## src/rtl/imem_load_ctrl_pkg.sv

```systemverilog
// Shared build-time sizes for the boot loader plus its FSM state encodings.
// Sizes can be overridden from the command line via `PC_WIDTH, `INST_WIDTH, `IMEM_DEPTH.
`ifndef PC_WIDTH
`define PC_WIDTH 32
`endif
`ifndef INST_WIDTH
`define INST_WIDTH 32
`endif
`ifndef IMEM_DEPTH
`define IMEM_DEPTH 1024
`endif
`ifndef FILE_PATH
`define FILE_PATH "imem.hex"
`endif

package imem_load_ctrl_pkg;

    localparam int unsigned PC_WIDTH   = `PC_WIDTH;
    localparam int unsigned INST_WIDTH = `INST_WIDTH;
    localparam int unsigned IMEM_DEPTH = `IMEM_DEPTH;
    localparam string       FILE_PATH  = `FILE_PATH;

    localparam logic [PC_WIDTH-1:0] LOAD_BASE = '0;
    localparam int unsigned         MAX_WORDS = IMEM_DEPTH / 4;

    typedef enum logic [2:0] {
        StIdle  = 3'd0,
        StLen0  = 3'd1,
        StLen1  = 3'd2,
        StData  = 3'd3,
        StWrite = 3'd4,
        StCsum  = 3'd5,
        StDone  = 3'd6,
        StErr   = 3'd7
    } load_state_e;

endpackage

```

## src/rtl/imem_byte_packer.sv

```systemverilog
// Assembles four little-endian stream bytes into one instruction word.
module imem_byte_packer
    import imem_load_ctrl_pkg::*;
(
    input  logic                  clk_i,
    input  logic                  reset_i,
    input  logic                  clr_i,
    input  logic                  push_i,
    input  logic [7:0]            byte_i,
    output logic [INST_WIDTH-1:0] word_o,
    output logic                  full_o
);

    logic [1:0]            idx_q, idx_d;
    logic [INST_WIDTH-1:0] word_q, word_d;

    always_comb begin
        idx_d  = idx_q;
        word_d = word_q;
        if (clr_i) begin
            idx_d  = '0;
            word_d = '0;
        end else if (push_i) begin
            word_d[{idx_q, 3'b000} +: 8] = byte_i;
            idx_d                        = idx_q + 2'd1;
        end
    end

    // Word view includes the byte being pushed so the 4th byte completes it this cycle.
    assign word_o = word_d;
    assign full_o = push_i & ~clr_i & (idx_q == 2'd3);

    always_ff @(posedge clk_i) begin
        if (reset_i) begin
            idx_q  <= '0;
            word_q <= '0;
        end else begin
            idx_q  <= idx_d;
            word_q <= word_d;
        end
    end

endmodule

```

## src/rtl/imem_load_ctrl.sv

```systemverilog
// Boot loader: framed byte stream (LE word count, LE words) -> IMEM word writes, holds CPU.
// Optional trailing XOR checksum byte enabled by IMEM_LOAD_CSUM_EN.
module imem_load_ctrl
    import imem_load_ctrl_pkg::*;
(
    input  logic                  clk_i,
    input  logic                  reset_i,
    input  logic                  start_i,
    input  logic                  s_valid_i,
    input  logic [7:0]            s_data_i,
    output logic                  s_ready_o,
    output logic                  wr_en_o,
    output logic [PC_WIDTH-1:0]   wr_addr_o,
    output logic [INST_WIDTH-1:0] wr_data_o,
    output logic                  cpu_hold_o,
    output logic                  done_o,
    output logic                  err_o
);

`ifdef IMEM_LOAD_CSUM_EN
    localparam load_state_e StLast = StCsum;
`else
    localparam load_state_e StLast = StDone;
`endif

    load_state_e           state_q, state_d;
    logic [15:0]           cnt_q, cnt_d;
    logic [PC_WIDTH-1:0]   addr_q, addr_d;
    logic [INST_WIDTH-1:0] data_q, data_d;
`ifdef IMEM_LOAD_CSUM_EN
    logic [7:0]            csum_q, csum_d;
`endif

    logic                  accept;
    logic                  pack_clr;
    logic                  pack_push;
    logic                  pack_full;
    logic [INST_WIDTH-1:0] pack_word;
    logic [15:0]           len;

    imem_byte_packer u_packer (
        .clk_i   (clk_i),
        .reset_i (reset_i),
        .clr_i   (pack_clr),
        .push_i  (pack_push),
        .byte_i  (s_data_i),
        .word_o  (pack_word),
        .full_o  (pack_full)
    );

    always_comb begin
        s_ready_o = (state_q == StLen0) || (state_q == StLen1) ||
                    (state_q == StData) || (state_q == StCsum);
    end

    assign accept     = s_valid_i & s_ready_o;
    assign len        = {s_data_i, cnt_q[7:0]};
    assign wr_en_o    = (state_q == StWrite);
    assign wr_addr_o  = addr_q;
    assign wr_data_o  = data_q;
    assign cpu_hold_o = (state_q != StDone);
    assign done_o     = (state_q == StDone);
    assign err_o      = (state_q == StErr);

    always_comb begin
        state_d   = state_q;
        cnt_d     = cnt_q;
        addr_d    = addr_q;
        data_d    = data_q;
        pack_clr  = 1'b0;
        pack_push = 1'b0;
`ifdef IMEM_LOAD_CSUM_EN
        csum_d    = csum_q;
`endif
        unique case (state_q)
            StIdle, StDone, StErr: begin
                if (start_i) begin
                    state_d  = StLen0;
                    cnt_d    = '0;
                    addr_d   = LOAD_BASE;
                    pack_clr = 1'b1;
`ifdef IMEM_LOAD_CSUM_EN
                    csum_d   = '0;
`endif
                end
            end
            StLen0: begin
                if (accept) begin
                    cnt_d[7:0] = s_data_i;
                    state_d    = StLen1;
                end
            end
            StLen1: begin
                if (accept) begin
                    cnt_d = len;
                    if (len == 16'd0) begin
                        state_d = StLast;
                    end else if (32'(len) > MAX_WORDS) begin
                        state_d = StErr;
                    end else begin
                        state_d = StData;
                    end
                end
            end
            StData: begin
                pack_push = accept;
                if (accept) begin
`ifdef IMEM_LOAD_CSUM_EN
                    csum_d = csum_q ^ s_data_i;
`endif
                    if (pack_full) begin
                        data_d  = pack_word;
                        state_d = StWrite;
                    end
                end
            end
            StWrite: begin
                addr_d  = addr_q + PC_WIDTH'(4);
                cnt_d   = cnt_q - 16'd1;
                state_d = (cnt_q == 16'd1) ? StLast : StData;
            end
`ifdef IMEM_LOAD_CSUM_EN
            StCsum: begin
                if (accept) begin
                    state_d = (s_data_i == csum_q) ? StDone : StErr;
                end
            end
`endif
            default: state_d = StIdle;
        endcase
    end

    always_ff @(posedge clk_i) begin
        if (reset_i) begin
            state_q <= StIdle;
            cnt_q   <= '0;
            addr_q  <= LOAD_BASE;
            data_q  <= '0;
`ifdef IMEM_LOAD_CSUM_EN
            csum_q  <= '0;
`endif
        end else begin
            state_q <= state_d;
            cnt_q   <= cnt_d;
            addr_q  <= addr_d;
            data_q  <= data_d;
`ifdef IMEM_LOAD_CSUM_EN
            csum_q  <= csum_d;
`endif
        end
    end

endmodule

```

## config.mk

```make
export PLATFORM = sky130hd
export DESIGN_NAME = imem_load_ctrl
export DESIGN_NICKNAME = d
export VERILOG_FILES = /design/src/rtl/imem_load_ctrl_pkg.sv /design/src/rtl/imem_byte_packer.sv /design/src/rtl/imem_load_ctrl.sv
export SDC_FILE = /design/constraint.sdc
export NUM_CORES = 1
export LEC_CHECK = 0
export CORE_ASPECT_RATIO = 0.75
export CORE_MARGIN = 3
export CORE_UTILIZATION = 44
export CTS_CLUSTER_DIAMETER = 30
export CTS_CLUSTER_SIZE = 28
export DETAILED_ROUTE_END_ITERATION = 10
export PLACE_DENSITY_LB_ADDON = 0.2
export SKIP_CTS_REPAIR_TIMING = 1
export SLEW_MARGIN = 20
export SYNTH_ARGS = -nofsm -noshare
export SYNTH_HDL_FRONTEND = slang
export SYNTH_HIERARCHICAL = 1
export SYNTH_SLANG_ARGS = --single-unit
```

## constraint.sdc

```tcl
create_clock -name clk_i -period 4.4 [get_ports clk_i]
set_input_delay 0.88 -clock clk_i [delete_from_list [all_inputs] [get_ports clk_i]]
set_output_delay 0.88 -clock clk_i [all_outputs]
set_load 0.01 [all_outputs]
```

Yosys cells after proc, flatten, opt, wreduce, memory -nomap -nowiden
Cells that the tools add are included.
{ "totals": {"register_bits": 117, "latch_bits": 0, "mem_bits_rw": 0, "mem_bits_ro": 0, "input_bits": 12, "n_memories": 0} }
{ "op_classes": {"n_addsub": 4, "n_mul": 0, "n_div": 0, "order_cmp": 1, "eq_ne": 15, "shift": 2, "mux": 22, "n_bitwise": 5, "n_reduce_logical": 15} }
{ "ops": {"columns": ["op", "count"], "rows": [
  ["$mux W32", 3],
  ["$pmux W32 S2", 1],
  ["$add A32 B3 Y32 const B", 1],
  ["$bwmux W32", 1],
  ["$mux W16", 2],
  ["$pmux W8 S4", 1],
  ["$shift A8 B7 Y32 const A", 1],
  ["$shiftx A8 B7 Y32", 1],
  ["$mux W3", 8],
  ["$pmux W8 S3", 1],
  ["$eq A16 B1 Y1 const B", 1],
  ["$gt A16 B9 Y1 const B", 1],
  ["$logic_not A16 Y1", 1],
  ["$sub A16 B1 Y16 const B", 1],
  ["$pmux W3 S5", 1],
  ["$eq A3 B3 Y1 const B", 4],
  ["$ne A2 B2 Y1 const B", 5],
  ["$mux W8", 1],
  ["$neg A5 Y7", 1],
  ["$eq A3 B2 Y1 const B", 2],
  ["$reduce_and A3 Y1", 2],
  ["$reduce_bool A3 Y1", 2],
  ["$reduce_and A5 Y1", 1],
  ["$reduce_and A4 Y1", 1],
  ["other kinds (13)", 20]
]} }

Logic depth before layout (Yosys ltp)
{ "depth": {"ltp_word": 11, "depth_mapped": 13} }

Cells and area by module
The synthesis kept the hierarchy.
{ "modules_own_cells": {"columns": ["module", "instances", "cells_per_inst", "area_per_inst_um2", "seq_area_each_um2"], "rows": [
  ["imem_load_ctrl", 1, 522, 3961.3, 1621.6],
  ["imem_byte_packer", 1, 172, 1495.2, 680.7]
]} }

Worst setup path after synthesis
OpenSTA, ideal clock, no wires.
{ "synth_path": {"kind": "input to register", "startpoint": "input port start_i", "endpoint": "register data_q[25] (netlist: wr_data_o[25])", "arrival_time_ps": 2581, "setup_slack_ps": 1748, "stages": 11, "path_buffers": 4, "path_cell_list": "buf_2 > o21ai_1 > inv_1 > clkbuf_1 > nor2_1 > and3_1 > and3_1 > clkbuf_1 > clkbuf_1 > nand2_1 > a21oi_1"} }
{ "synth_via": {"elab_chain_len": 6, "word_cells_on_any_way": 7, "cone_classes": "3 x mux; 3 x bitwise; 1 x reduce/logical"} }
{ "synth_lines": {"columns": ["item", "line_no", "rtl"], "rows": [
  ["from (decl)", "imem_load_ctrl.sv:8", "input logic start_i,"],
  ["$mux W1", "imem_load_ctrl.sv:77", "if (start_i) begin"],
  ["$mux W1", "imem_load_ctrl.sv:75", "unique case (state_q)"],
  ["named net pack_clr", "imem_load_ctrl.sv:35", "logic pack_clr;"],
  ["$not A1 Y1", "imem_byte_packer.sv:31", "assign full_o = push_i & ~clr_i & (idx_q == 2'd3);"],
  ["$and A1 B1 Y1 (2 in a row)", "imem_byte_packer.sv:31", null],
  ["named net pack_full", "imem_load_ctrl.sv:37", "logic pack_full;"],
  ["$reduce_and A3 Y1 (no line)", null, null],
  ["to (signal assigned)", "imem_load_ctrl.sv:146", "data_q <= data_d;"],
  ["to (decl)", "imem_load_ctrl.sv:29", "logic [INST_WIDTH-1:0] data_q, data_d;"]
]} }
The timed path passes the listed nets, and every way through them passes these cells.
A chain may end at the register's enable or synchronous reset.

Final worst setup path
{ "layout_path": {"startpoint": "input port s_valid_i", "endpoint": "register data_q[23] (netlist: wr_data_o[23])"} }
{ "layout_via": {"elab_chain_len": 5, "word_cells_on_any_way": 7, "cone_classes": "3 x mux; 3 x bitwise; 1 x reduce/logical"} }
{ "layout_lines": {"columns": ["item", "line_no", "rtl"], "rows": [
  ["from (decl)", "imem_load_ctrl.sv:9", "input logic s_valid_i,"],
  ["$and A1 B1 Y1", "imem_load_ctrl.sv:56", "assign accept = s_valid_i & s_ready_o;"],
  ["$mux W1", "imem_load_ctrl.sv:75", null],
  ["named net pack_push", "imem_load_ctrl.sv:36", "logic pack_push;"],
  ["$and A1 B1 Y1 (2 in a row)", "imem_byte_packer.sv:31", null],
  ["named net pack_full", "imem_load_ctrl.sv:37", null],
  ["$reduce_and A3 Y1 (no line)", null, null]
]} }
The timed path passes the listed nets, and every way through them passes these cells.

==> metrics.cfg <==
[global_route]
grt_max_degree=83
grt_pass1_wl_microns=24700
first_global_vias=4900
antenna_found_initial=0
grt.total_usage_pct=22.2
gr-total-overflow=0

[worst_setup_path]
setup.worst_path.start_class=primary input
worst_setup_path_end_kind=flip-flop
crit_end=wr_data_o[23]
cp.arrival_ns=3.71
r2r_start=state_q[0]
required_ns=4.74
crit_start=s_valid_i
critPathMaxFanout=32
rrSetupSlack_ns=1.28
worstRegToRegCells=9
crit_type=in2reg
r2r_end=wr_data_o[23]

[sta]
slew_headroom_pct=39.3
min_period_over_period_pct=76.7
clock_skew_ns=0.00909
slew_viol_final=0
rsz0062_at_grt=false
setup_tns_ns=0
worst_pin_slew_ns=0.903
layout_setup_ws_ns=1.03
setup_violations=0
final.min_clock_period_ns=3.37
final-hold-violation-count=0
fmax_mhz=296

[clocking]
clock_latency_ns=0.41
clkTransAtPathRegs_ns=0.06
clockBufferDepth=2
cts-buffers-inserted=17
cts_root_buf=clkbuf_16
htreeDepth=4
clock-sinks=115
cts_tree=yes

[power]
p_per_area_nw_per_um2=501
p_leak_nw=2.37
ir_worst_vdd_v=0.000267
power_w=0.00344

[floorplanning]
die_h_microns=102
coreArea_sq_um=11900
rows=34
ios=81
die_w_microns=135
die-area_sq_um=13800
start_util_pct=46.0

[cells_and_area]
fin_nets=772
area_delta_synth_final_pct=25.7
design_area_sq_um=6860
fin_cells=926
diodes=0
drive_gt1_share_pct=7.85
fillers=1056

[placed_design]
portBuffers=78
place_area_sq_um=6260
hpwl_microns=9920
place_worst_setup_slack_ns=0.669
gp_congestion=0.927
placed_cells=894

[drt]
route.detailed.drc=0
wirelength_microns=14900
drtAntennaViolNets=0
dr.pass1.iters=5
wl_per_cell_microns=16.1
drt-initial-drc-count=471
vias=5359
viasPerCell=5.79

[logic_synthesis]
syn_area_per_cell_sq_um=7.86
ys_seq_area_share_pct=42.2
postSynthRegisterBits=115
synth_top_area_share_pct=42.2
synth.most_common_cell=dfxtp_1
synth_top_area_cell=dfxtp_1
async_reset_ff_share_pct=0
synth_warnings=6
synthTopCellsByArea=dfxtp_1, nor2_1, nand2_1
synthTopCellsByCount=dfxtp_1, nor2_1, nand2_1
synth_edf_count=0
synth_area_sq_um=5460
syn_inst=694
ys_types=61
synthFlopType=dfxtp_1

[min_path]
hold_path.class=reg2reg

[outcome]
outcome=finished clean

[job]
cap_violations=0

## sequential cells by signal, indices dropped and copies added (netlist names)
signal	count
cnt_q	16
u_packer/idx_q	2
wr_addr_o	30
u_packer/word_q	32
state_q	3
wr_data_o	32
## area by class of cell
type                       instances  area (sq um)  share of cell area (%)
sequential                       115          2300                    33.6
inverter                          20          75.1                    1.09
timing repair buffer              84           821                    12.0
tap                              162           203                    2.96
multi-input combinational        513          2860                    41.7
clock buffer                      17           425                    6.20
clock inverter                    15           170                    2.48
## report_power, final
part	switching (W)	total [W]	internal [W]
Combinational	0.000581	0.000868	0.000287
Sequential	0.0000842	0.00118	0.00109
Clock	0.000540	0.00139	0.000849
Total	0.00120	0.00344	0.00223
## per-layer routing
layer  routed length [microns]  share of wire (%)  global-route usage [%]
met1                      7160                 48                    31.9
met2                      6350                 43                    33.1
met3                      1210                8.1                    5.27
met4                       182                1.2                    7.20
met5                         0                  0                       0
## cells in the final DEF (no fill, tap or decap), drive strengths merged, types with 8 or more instances in the layout
cell and instances:
ha 9, clkbuf 17, a21oi 64, clkdlybuf4s50 77, nand2 100, or2 10
nand2b 9, nor2 105, o41ai 8, a211oi 9, nand4 11, o21ai 25
dfxtp 115, o211ai 9, a31oi 8, a32oi 33, nand3 20, nor3 13
inv 28
## worst max-delay path, stage by stage
cell and delay [ns]:
clkdlybuf4s50_1 0.57, nand3b_1 0.15, nor2_1 0.53, nand2_1 0.40, nor2_1 0.20, and3_1 0.22, and3_1 0.17, buf_4 0.30
nand2_1 0.12, a21oi_1 0.15
## worst min path at each step
stage / cells after the start / slack, ns / to / start
floorplan: 2 / 0.45 / cnt_q[12] / cnt_q[12]
global route: 2 / 0.47 / wr_data_o[2] / wr_data_o[2]
finish: 2 / 0.45 / wr_data_o[12] / wr_data_o[12]
global placement: 2 / 0.44 / wr_data_o[12] / wr_data_o[12]
detailed placement: 2 / 0.45 / wr_data_o[18] / wr_data_o[18]
CTS: 2 / 0.45 / wr_data_o[7] / wr_data_o[7]
## cell families after synthesis
group,Yosys count,synth area share [%]
simple gates,313,26.9
xor+xnor,8,1.28
buf+inv,67,5.50
compound gates,178,21.4
mux,3,0.550
other cells,1,0.0687
fa+ha+maj,9,2.06
flops,115,42.2
## metrics by stage
step | util, % | hold slack (ns)
3_3_place_gp | 52.7 | 0.445
4_1_cts | 57.7 | 0.455
5_1_grt | 57.8 | 0.466
3_5_place_dp | 52.7 | 0.447
2_1_floorplan | - | 0.448
6_report | 57.8 | 0.452
No activity file was read; power rests on OpenSTA's default activity.
